$ cat config.mk
export PLATFORM = sky130hd
export DESIGN_NAME = ysyx_24080006_wbu_flat
export DESIGN_NICKNAME = d
export VERILOG_FILES = /design/src/rtl/ysyx_24080006_wbu_if.sv /design/src/rtl/ysyx_24080006_wbu.sv /design/src/flat_wrapper.sv
export SDC_FILE = /design/constraint.sdc
export NUM_CORES = 2
export LEC_CHECK = 0
export BUFFER_PORTS_ARGS = -buffer_cell sky130_fd_sc_hd__buf_2
export CORE_UTILIZATION = 40
export DETAILED_ROUTE_END_ITERATION = 10
export MAX_ROUTING_LAYER = met4
export PLACE_DENSITY = 0.63
export RECOVER_POWER = 25
export SLEW_MARGIN = 20
export SYNTH_ARGS = -nofsm -noshare
export SYNTH_HDL_FRONTEND = slang
export SYNTH_SLANG_ARGS = --single-unit
$ cat constraint.sdc
create_clock -name clock -period 3.4 [get_ports clock]
set_clock_uncertainty 0.15 [all_clocks]
set_input_delay 0.34 -clock clock [delete_from_list [all_inputs] [get_ports clock]]
set_output_delay 0.34 -clock clock [all_outputs]
set_load 0.02 [all_outputs]
$ cat src/rtl/ysyx_24080006_wbu_if.sv
// Handshake bundle around the write-back stage: LSU payload in, next PC out to the IFU.
// The slave modport is the WBU side; the master modport is the surrounding pipeline.
interface ysyx_24080006_wbu_if;
   typedef struct packed {
      logic        valid;
      logic [31:0] pc;
      logic [31:0] dnpc;
      logic [4:0]  rd_addr;
      logic        wb;
      logic [31:0] alu_res;
      logic [11:0] csr_addr;
      logic        csr_we;
      logic [31:0] csr_wdata;
      logic        ecall;
   } stage_t;

   stage_t      lsu2wbu;
   logic        wbu2lsu_ready;
   logic        wbu2ifu_valid;
   logic [31:0] wbu2ifu_npc;
   logic        ifu2wbu_ready;

   modport master (
      output lsu2wbu,
      output ifu2wbu_ready,
      input  wbu2lsu_ready,
      input  wbu2ifu_valid,
      input  wbu2ifu_npc
   );

   modport slave (
      input  lsu2wbu,
      input  ifu2wbu_ready,
      output wbu2lsu_ready,
      output wbu2ifu_valid,
      output wbu2ifu_npc
   );
endinterface

$ cat src/rtl/ysyx_24080006_wbu.sv
// Write-back/commit stage: owns the GPR file and M-mode CSRs, commits one instruction at a time.
// Define WBU_RVE_EN for a 16-entry (RV32E) register file.
module ysyx_24080006_wbu #(
   parameter logic [31:0] RESET_PC  = 32'h3000_0000,
   parameter logic [31:0] MVENDORID = 32'h7973_7978,
   parameter logic [31:0] MARCHID   = 32'h016F_6E86
) (
   input  logic                      clock,
   input  logic                      reset,
   ysyx_24080006_wbu_if.slave        bus,
   input  logic [4:0]                rs1_addr,
   input  logic [4:0]                rs2_addr,
   output logic [31:0]               rs1_data,
   output logic [31:0]               rs2_data,
   input  logic [11:0]               csr_raddr,
   output logic [31:0]               csr_rdata
);

`ifdef WBU_RVE_EN
   localparam int unsigned GprAw = 4;
`else
   localparam int unsigned GprAw = 5;
`endif
   localparam int unsigned NumGpr = 1 << GprAw;

   localparam logic [11:0] CsrMstatus   = 12'h300;
   localparam logic [11:0] CsrMtvec     = 12'h305;
   localparam logic [11:0] CsrMepc      = 12'h341;
   localparam logic [11:0] CsrMcause    = 12'h342;
   localparam logic [11:0] CsrMcycle    = 12'hB00;
   localparam logic [11:0] CsrMinstret  = 12'hB02;
   localparam logic [11:0] CsrMvendorid = 12'hF11;
   localparam logic [11:0] CsrMarchid   = 12'hF12;

   typedef enum logic [1:0] {StIdle, StCommit, StWait} state_e;

   state_e      state_q;
   logic        ready_q;
   logic        valid_q;
   logic [31:0] npc_q;

   logic [31:0] pc_q;
   logic [31:0] dnpc_q;
   logic [4:0]  rd_q;
   logic        wb_q;
   logic [31:0] alu_q;
   logic [11:0] csr_addr_q;
   logic        csr_we_q;
   logic [31:0] csr_wdata_q;
   logic        ecall_q;

   logic [31:0] gpr_q [NumGpr];
   logic [31:0] mstatus_q;
   logic [31:0] mtvec_q;
   logic [31:0] mepc_q;
   logic [31:0] mcause_q;
   logic [31:0] mcycle_q;
   logic [31:0] minstret_q;

   logic             gpr_we;
   logic [GprAw-1:0] gpr_widx;
   logic             rs1_hi;
   logic             rs2_hi;

`ifdef WBU_RVE_EN
   // Upper half of the 5-bit address space does not exist in RV32E.
   assign gpr_we = wb_q && !rd_q[4] && (rd_q[3:0] != 4'd0);
   assign rs1_hi = rs1_addr[4];
   assign rs2_hi = rs2_addr[4];
`else
   assign gpr_we = wb_q && (rd_q != 5'd0);
   assign rs1_hi = 1'b0;
   assign rs2_hi = 1'b0;
`endif
   assign gpr_widx = rd_q[GprAw-1:0];

   assign rs1_data = (rs1_hi || rs1_addr == 5'd0) ? 32'd0 : gpr_q[rs1_addr[GprAw-1:0]];
   assign rs2_data = (rs2_hi || rs2_addr == 5'd0) ? 32'd0 : gpr_q[rs2_addr[GprAw-1:0]];

   always_comb begin
      csr_rdata = 32'd0;
      case (csr_raddr)
         CsrMstatus:   csr_rdata = mstatus_q;
         CsrMtvec:     csr_rdata = mtvec_q;
         CsrMepc:      csr_rdata = mepc_q;
         CsrMcause:    csr_rdata = mcause_q;
         CsrMcycle:    csr_rdata = mcycle_q;
         CsrMinstret:  csr_rdata = minstret_q;
         CsrMvendorid: csr_rdata = MVENDORID;
         CsrMarchid:   csr_rdata = MARCHID;
         default:      csr_rdata = 32'd0;
      endcase
   end

   assign bus.wbu2lsu_ready = ready_q;
   assign bus.wbu2ifu_valid = valid_q;
   assign bus.wbu2ifu_npc   = npc_q;

   always_ff @(posedge clock) begin
      if (reset) begin
         state_q     <= StIdle;
         ready_q     <= 1'b1;
         valid_q     <= 1'b0;
         npc_q       <= RESET_PC;
         pc_q        <= 32'd0;
         dnpc_q      <= 32'd0;
         rd_q        <= 5'd0;
         wb_q        <= 1'b0;
         alu_q       <= 32'd0;
         csr_addr_q  <= 12'd0;
         csr_we_q    <= 1'b0;
         csr_wdata_q <= 32'd0;
         ecall_q     <= 1'b0;
         for (int i = 0; i < NumGpr; i++) gpr_q[i] <= 32'd0;
         mstatus_q   <= 32'h0000_1800;
         mtvec_q     <= 32'd0;
         mepc_q      <= 32'd0;
         mcause_q    <= 32'd0;
         mcycle_q    <= 32'd0;
         minstret_q  <= 32'd0;
      end else begin
         mcycle_q <= mcycle_q + 32'd1;
         unique case (state_q)
            StIdle: begin
               if (bus.lsu2wbu.valid) begin
                  pc_q        <= bus.lsu2wbu.pc;
                  dnpc_q      <= bus.lsu2wbu.dnpc;
                  rd_q        <= bus.lsu2wbu.rd_addr;
                  wb_q        <= bus.lsu2wbu.wb;
                  alu_q       <= bus.lsu2wbu.alu_res;
                  csr_addr_q  <= bus.lsu2wbu.csr_addr;
                  csr_we_q    <= bus.lsu2wbu.csr_we;
                  csr_wdata_q <= bus.lsu2wbu.csr_wdata;
                  ecall_q     <= bus.lsu2wbu.ecall;
                  ready_q     <= 1'b0;
                  state_q     <= StCommit;
               end
            end
            StCommit: begin
               if (gpr_we) gpr_q[gpr_widx] <= alu_q;
               minstret_q <= minstret_q + 32'd1;
               // Later assignments win: explicit CSR writes override counters, traps override both.
               if (csr_we_q) begin
                  case (csr_addr_q)
                     CsrMstatus:  mstatus_q  <= csr_wdata_q;
                     CsrMtvec:    mtvec_q    <= csr_wdata_q;
                     CsrMepc:     mepc_q     <= csr_wdata_q;
                     CsrMcause:   mcause_q   <= csr_wdata_q;
                     CsrMcycle:   mcycle_q   <= csr_wdata_q;
                     CsrMinstret: minstret_q <= csr_wdata_q;
                     default:     ;
                  endcase
               end
               if (ecall_q) begin
                  mepc_q   <= pc_q;
                  mcause_q <= 32'd11;
               end
               npc_q   <= ecall_q ? mtvec_q : dnpc_q;
               valid_q <= 1'b1;
               state_q <= StWait;
            end
            StWait: begin
               if (bus.ifu2wbu_ready) begin
                  valid_q <= 1'b0;
                  ready_q <= 1'b1;
                  state_q <= StIdle;
               end
            end
            default: state_q <= StIdle;
         endcase
      end
   end

endmodule

$ cat src/flat_wrapper.sv
// flat-port wrapper written by rule: the top's interface ports become plain ports
module ysyx_24080006_wbu_flat 
#(
   parameter logic [31:0] RESET_PC  = 32'h3000_0000,
   parameter logic [31:0] MVENDORID = 32'h7973_7978,
   parameter logic [31:0] MARCHID   = 32'h016F_6E86
)
  (clock, reset, rs1_addr, rs2_addr, rs1_data, rs2_data, csr_raddr, csr_rdata, bus_lsu2wbu, bus_ifu2wbu_ready, bus_wbu2lsu_ready, bus_wbu2ifu_valid, bus_wbu2ifu_npc);
  ysyx_24080006_wbu_if bus_i ();
  input  logic clock;
  input  logic reset;
  input  logic [4:0] rs1_addr;
  input  logic [4:0] rs2_addr;
  output logic [31:0] rs1_data;
  output logic [31:0] rs2_data;
  input  logic [11:0] csr_raddr;
  output logic [31:0] csr_rdata;
  input wire logic [$bits(bus_i.lsu2wbu)-1:0] bus_lsu2wbu;
  input wire logic [$bits(bus_i.ifu2wbu_ready)-1:0] bus_ifu2wbu_ready;
  output wire logic [$bits(bus_i.wbu2lsu_ready)-1:0] bus_wbu2lsu_ready;
  output wire logic [$bits(bus_i.wbu2ifu_valid)-1:0] bus_wbu2ifu_valid;
  output wire logic [$bits(bus_i.wbu2ifu_npc)-1:0] bus_wbu2ifu_npc;
  assign bus_i.lsu2wbu = bus_lsu2wbu;
  assign bus_i.ifu2wbu_ready = bus_ifu2wbu_ready;
  assign bus_wbu2lsu_ready = bus_i.wbu2lsu_ready;
  assign bus_wbu2ifu_valid = bus_i.wbu2ifu_valid;
  assign bus_wbu2ifu_npc = bus_i.wbu2ifu_npc;
  ysyx_24080006_wbu #(.RESET_PC(RESET_PC), .MVENDORID(MVENDORID), .MARCHID(MARCHID)) u_core (.clock(clock), .reset(reset), .bus(bus_i), .rs1_addr(rs1_addr), .rs2_addr(rs2_addr), .rs1_data(rs1_data), .rs2_data(rs2_data), .csr_raddr(csr_raddr), .csr_rdata(csr_rdata));
endmodule
---- Word level (Yosys, flattened, before mapping) ----
Memories as Yosys holds them, arrays and structs flattened.
Cells that the tools add are included.
W data, S select, Z words.
word-level totals
  input bits .............................. 174
  bits in latches ......................... 0
  memory bits (writable) .................. 1024
  output and inout port bits .............. 130
  ROM bits ................................ 0
  bits in registers ....................... 376
  memories ................................ 1
  word-level logic and storage cells ...... 91
memory list
  name          depth  width  rd ports  clocked after memory_dff  wr ports  line                     text
  u_core.gpr_q  32     32     2         0                         32        ysyx_24080006_wbu.sv:52  logic [31:0] gpr_q [NumGpr];
cells by class
  shift-type cells ........................ 0
  divide/modulo/power cells ............... 0
  add/subtract/negate cells ............... 2
  equal/unequal tests ..................... 18
  bitwise operators ....................... 0
  magnitude comparators ................... 0
  multiply operators ...................... 0
  multiplexer cells ....................... 32
  reductions and logical operators ........ 19
operators by type and width
  kind                     count
  $mux W32                 15
  $pmux W32 S8             1
  $eq A12 B10 Y1 const B   8
  $eq A12 B12 Y1 const B   6
  $add A32 B1 Y32 const B  2
  $reduce_or A32 Y1        1
  $reduce_and A3 Y1        5
  $logic_not A5 Y1         2
  $mux W1                  10
  $reduce_bool A2 Y1       5
  $pmux W2 S3              1
  $reduce_and A2 Y1        3
  $mux W5                  1
  $reduce_bool A5 Y1       1
  $mux W2                  2
  $ne A2 B2 Y1 const B     2
  $pmux W1 S2              2
  $eq A2 B1 Y1 const B     1
  $eq A2 B2 Y1 const B     1
  $logic_not A2 Y1         1
  $logic_and A1 B1 Y1      1

---- Depth between registers and ports, before layout ----
  depth in word-level cells ............... 8
  mapped depth ............................ 8
  mapped depth without buffers ............ 6

---- Least setup slack after synthesis ----
No wires, ideal clock.
  path type ............................... input to output
  from .................................... input rs2_addr[0]
  to ...................................... output rs2_data[10]
  cell stages on the path ................. 7
  data arrival time ....................... 2.231 ns
  path buffers ............................ 4
  required time ........................... 2.910 ns
  setup slack ............................. 0.679 ns
  cell sequence ........................... buf_2 buf_2 buf_1 buf_2 mux4_2 a22oi_1 a31oi_1
between the ends
  word-level cells in the longest chain between the ends .. 2
  elaborated cells between the ends (all ways) .. 3
  those cells by class .................... 1 x mux; 1 x reduce/logical; 1 x memory
RTL lines
  element                                                     line                     text
  start, declared                                             flat_wrapper.sv:13       input logic [4:0] rs2_addr;
  $mem_v2 Z32 W32 / $logic_not A5 Y1 (equally long branches)  n/a
  $mux W32 (*)                                                ysyx_24080006_wbu.sv:78  assign rs2_data = (rs2_hi || rs2_addr == 5'd0) ? 32'd0 : gpr_q[rs2_addr[GprAw-1:0]];
  end, declared                                               flat_wrapper.sv:15       output logic [31:0] rs2_data;
Mark *: on every way between the ends. The rest lies on a longest branch, timed or not.

==> summary.md <==
| Metric | Value |
|---|---|
| Status | finished with violations |
| Failing checks | max-capacitance violations, max-slew violations |
| Cell variety after synth | 70 |
| H-tree depth | 4 |
| WS Path Type | flip-flop to flip-flop |
| Initial DRC count | 5,259 |
| Warnings, synthesis | 0 |
| Critical Path RT | 3.73 ns |
| Max_cap viols | 2 |
| CP max stage cell | clkbuf_1 |
| Sw Pwr | ~0.01 W |
| Top FF cell, synth | edfxtp_1 |
| Filler Cells Inserted | 15,100 |
| Static Leak | 29.1 nW |
| Fmax | 306 MHz |
| Clock latency on the worst-skew pair | roughly 0.80 ns |
| Starting Density | 0.405 |
| Number of flops mapped to enable cells by yosys | 1,024 |
| Synth area leader | edfxtp_1 |
| Total negative slack | 0 ns |
| Placed inst area | 0.0755 mm2 |
| Final HPWL DP | 150,000 um |
| Final Power | 0.0398 W |
| Post-Route WL | 230,000 um |
| Worst Path Arrival | 3.60 ns |
| Area growth from synthesis to layout | 17.0% |
| Post-Syn Instances | approximately 5,400 |
| Slew HR | -0.139 |
| RD Place Congestion | 0.892 |
| Most common cell after layout, fill and taps aside | edfxtp_1 |
| Initial DRT Pass Iterations | 7 |
| Core box area | roughly 0.17 mm2 |
| Hold Path Origin | bus_lsu2wbu[148] |
| Finish-stage setup viols | 0 |
| Pins Over Slew Limit | 112 |
| Post-Syn Area | between 0.06 and 0.07 mm2 |
| RSZ-0062 raised after global routing | false |
| Total number of vias | about 50,000 |
| Seq cells post-synth | 1,400 |
| RR Startpoint | u_core.state_q[1]$_SDFFE_PP0P_ |
| Register area share after synthesis | 0.549 |
| VDD IR max | 0.392 mV |
| Full die area | 0.176 mm2 |
| Crit end category | flip-flop |
| Clk pwr share | 0.408 |
| CTS tree | done |
| Clock Sinks | around 1,400 |
| Port bufs | around 300 |
| Switching share of power | 0.250 |
| Vias/cell | approximately 6 |
| Clk buf depth | 3 |
| Final cell area excluding filler cells | 0.0816 mm2 |
| Layout Nets | 5,966 |
| Wire per inst | 27.9 um |
| Async set-reset flop share out of synthesis | 0 |
| Syn_area_per_cell | between 10 and 15 um2 |
| Sequential Power Share | 0.489 |
| Area contributors post-synth | edfxtp_1, mux4_2, dfxtp_1, and2_1, nand2_1 |
| Worst-path clk slew | 0.06 ns |
| First-pass GRT wire length | 331,000 um |
| Tcrit/Tclk final | 0.961 |
| Final hold vios | 0 |
| PwrDens | 488 mW/mm2 |
| Critical Path Start Type | flip-flop |
| Worst Setup SP | u_core.state_q[1]$_SDFFE_PP0P_ |
| Gate power share | 0.103 |
| Post-route ant nets | 0 |
| Crit path cell chain | and4bb_1, nand3_1, nor2_2, clkbuf_1, or2_2, buf_12 |
| Layout cells sized above 1 | 0.229 |
| Clock root buffer | clkbuf_16 |
| CTS buffer count | 152 |
| Hold Path Class | primary input to flip-flop |
| Int Power | 0.0299 W |
| Gr usage total | 0.266 |
| Die X-Extent | 420 um |
| Final Critical Period | around 3.3 ns |
| Pin count of the biggest net entering global routing | 144 |
| Post-CTS Setup Bufs | 0 |
| Worst slew pin tran | 1.71 ns |
| Highest-count cells in the layout ignoring fill and taps | edfxtp_1, and2_1, mux4_2 |
| Initial antenna violation count | 5 |
| Post-synth top area share | 0.441 |
| Crit-path max cell delay | 0.75 ns |
| Top-Level Pins | roughly 300 |
| Number of global-route vias before repair | 48,200 |
| Die height | about 420 um |
| Critical path peak fanout | 32 |
| DR DRC count | 0 |
| Std-Cell Rows | 152 |
| Global route total overflow | 0 |
## logic make-up (layout without fill, tap and decap cells)
kind of cell / count (synthesis) / count (layout) / synth area share
other cells: 1 / 35 / 0.0000538
xor+xnor: 30 / 30 / 0.00377
buf+inv: 562 / 1016 / 0.0317
compound gates: 851 / 851 / 0.0811
mux: 643 / 643 / 0.184
flops: 1400 / 1400 / 0.549
fa+ha+maj: 2 / 2 / 0.000359
simple gates: 1934 / 1934 / 0.150
## state kept, by name, summed over array words and instances (netlist names), 2 cells and up
name	count
u_core.minstret_q	32
u_core.mcause_q	32
u_core.mstatus_q	32
u_core.state_q	2
u_core.mepc_q	32
u_core.gpr_q	1024
u_core.dnpc_q	32
u_core.alu_q	32
u_core.bus.wbu2ifu_npc	32
u_core.mtvec_q	32
u_core.csr_addr_q	12
u_core.csr_wdata_q	32
u_core.pc_q	32
u_core.mcycle_q	32
u_core.gpr_widx	5
## cells in the mapped netlist, drive strengths merged, types with 53 or more instances
cell and number:
and2 1008, a211o 66, clkbuf 452, o22ai 72, edfxtp 1024, dfxtp 376
nor2 187, mux4 512, a22oi 215, mux2i 130, a21oi 266, a211oi 101
buf 93, nand2 484, a31oi 66, nand3 53
## per-layer routing
metal | share of wire | vias to the layer above | global-route usage | routed length, um
met5 | 0 | - | - | 0
met4 | 0.046 | 0 | 0.112 | 10500
met3 | 0.077 | 502 | 0.0371 | 17700
met2 | 0.50 | 2361 | 0.440 | 114000
met1 | 0.38 | 24800 | 0.328 | 87000
li1 | - | 21200 | - | -
## worst max-delay path, delay by kind of cell, from the launching register on
family,cells,cell delay [ns]
flip-flops,1,0.41
AND/OR/NAND/NOR,4,1.34
buffers and inverters,2,1.02
## final cells by class
type / count / area, um2 / share of cell area
sequential: 1400 / 38300 / 0.470
tap: 2310 / 2890 / 0.0354
antenna: 3 / 7.51 / 0.0000920
timing repair buffer: 727 / 5940 / 0.0728
multi-input combinational: 3492 / 29600 / 0.363
clock inverter: 77 / 638 / 0.00782
clock buffer: 195 / 4150 / 0.0509
inverter: 17 / 63.8 / 0.000782
## through the flow
step	worst slack (ns)	utilization	std cells	hold slack, ns
after floorplan	0.679	-	5454	0.277
after global placement	0.342	0.438	7793	0.284
after detailed placement	0.348	0.438	7793	0.294
after CTS	0.155	0.475	8218	0.0257
after global routing	0.0753	0.473	8221	0.121
final	0.133	0.473	8221	0.0765
## repair_timing
| item | in CTS | in global routing |
|---|---|---|
| resized for setup | 0 | 0 |
| endpoints found under the hold margin | 153 | 0 |
| hold buffers | 153 | 0 |
## power by group through the flow
stage | combinational [W] | clock, W | sequential [W]
finish | 0.00410 | 0.0162 | 0.0195
global route | 0.00428 | 0.0170 | 0.0196
CTS | 0.00412 | 0.0164 | 0.0195
detailed placement | 0.00398 | 0 | 0.0198
global placement | 0.00395 | 0 | 0.0198
floorplan | 0.00245 | 0 | 0.0195
## worst paths after layout
path	end	slack [ns]	cells past startpoint
worst max-delay path	u_core.gpr_q[28][25]$_SDFFCE_PN0P_	0.13	6
worst min-delay path	u_core.alu_q[30]$_SDFFE_PP0P_	0.08	6
worst max register to register	u_core.gpr_q[28][25]$_SDFFCE_PN0P_	0.13	6
worst min register to register	u_core.mstatus_q[2]$_SDFFE_PP0P_	0.30	2
Power figures use the tool's default switching activity.
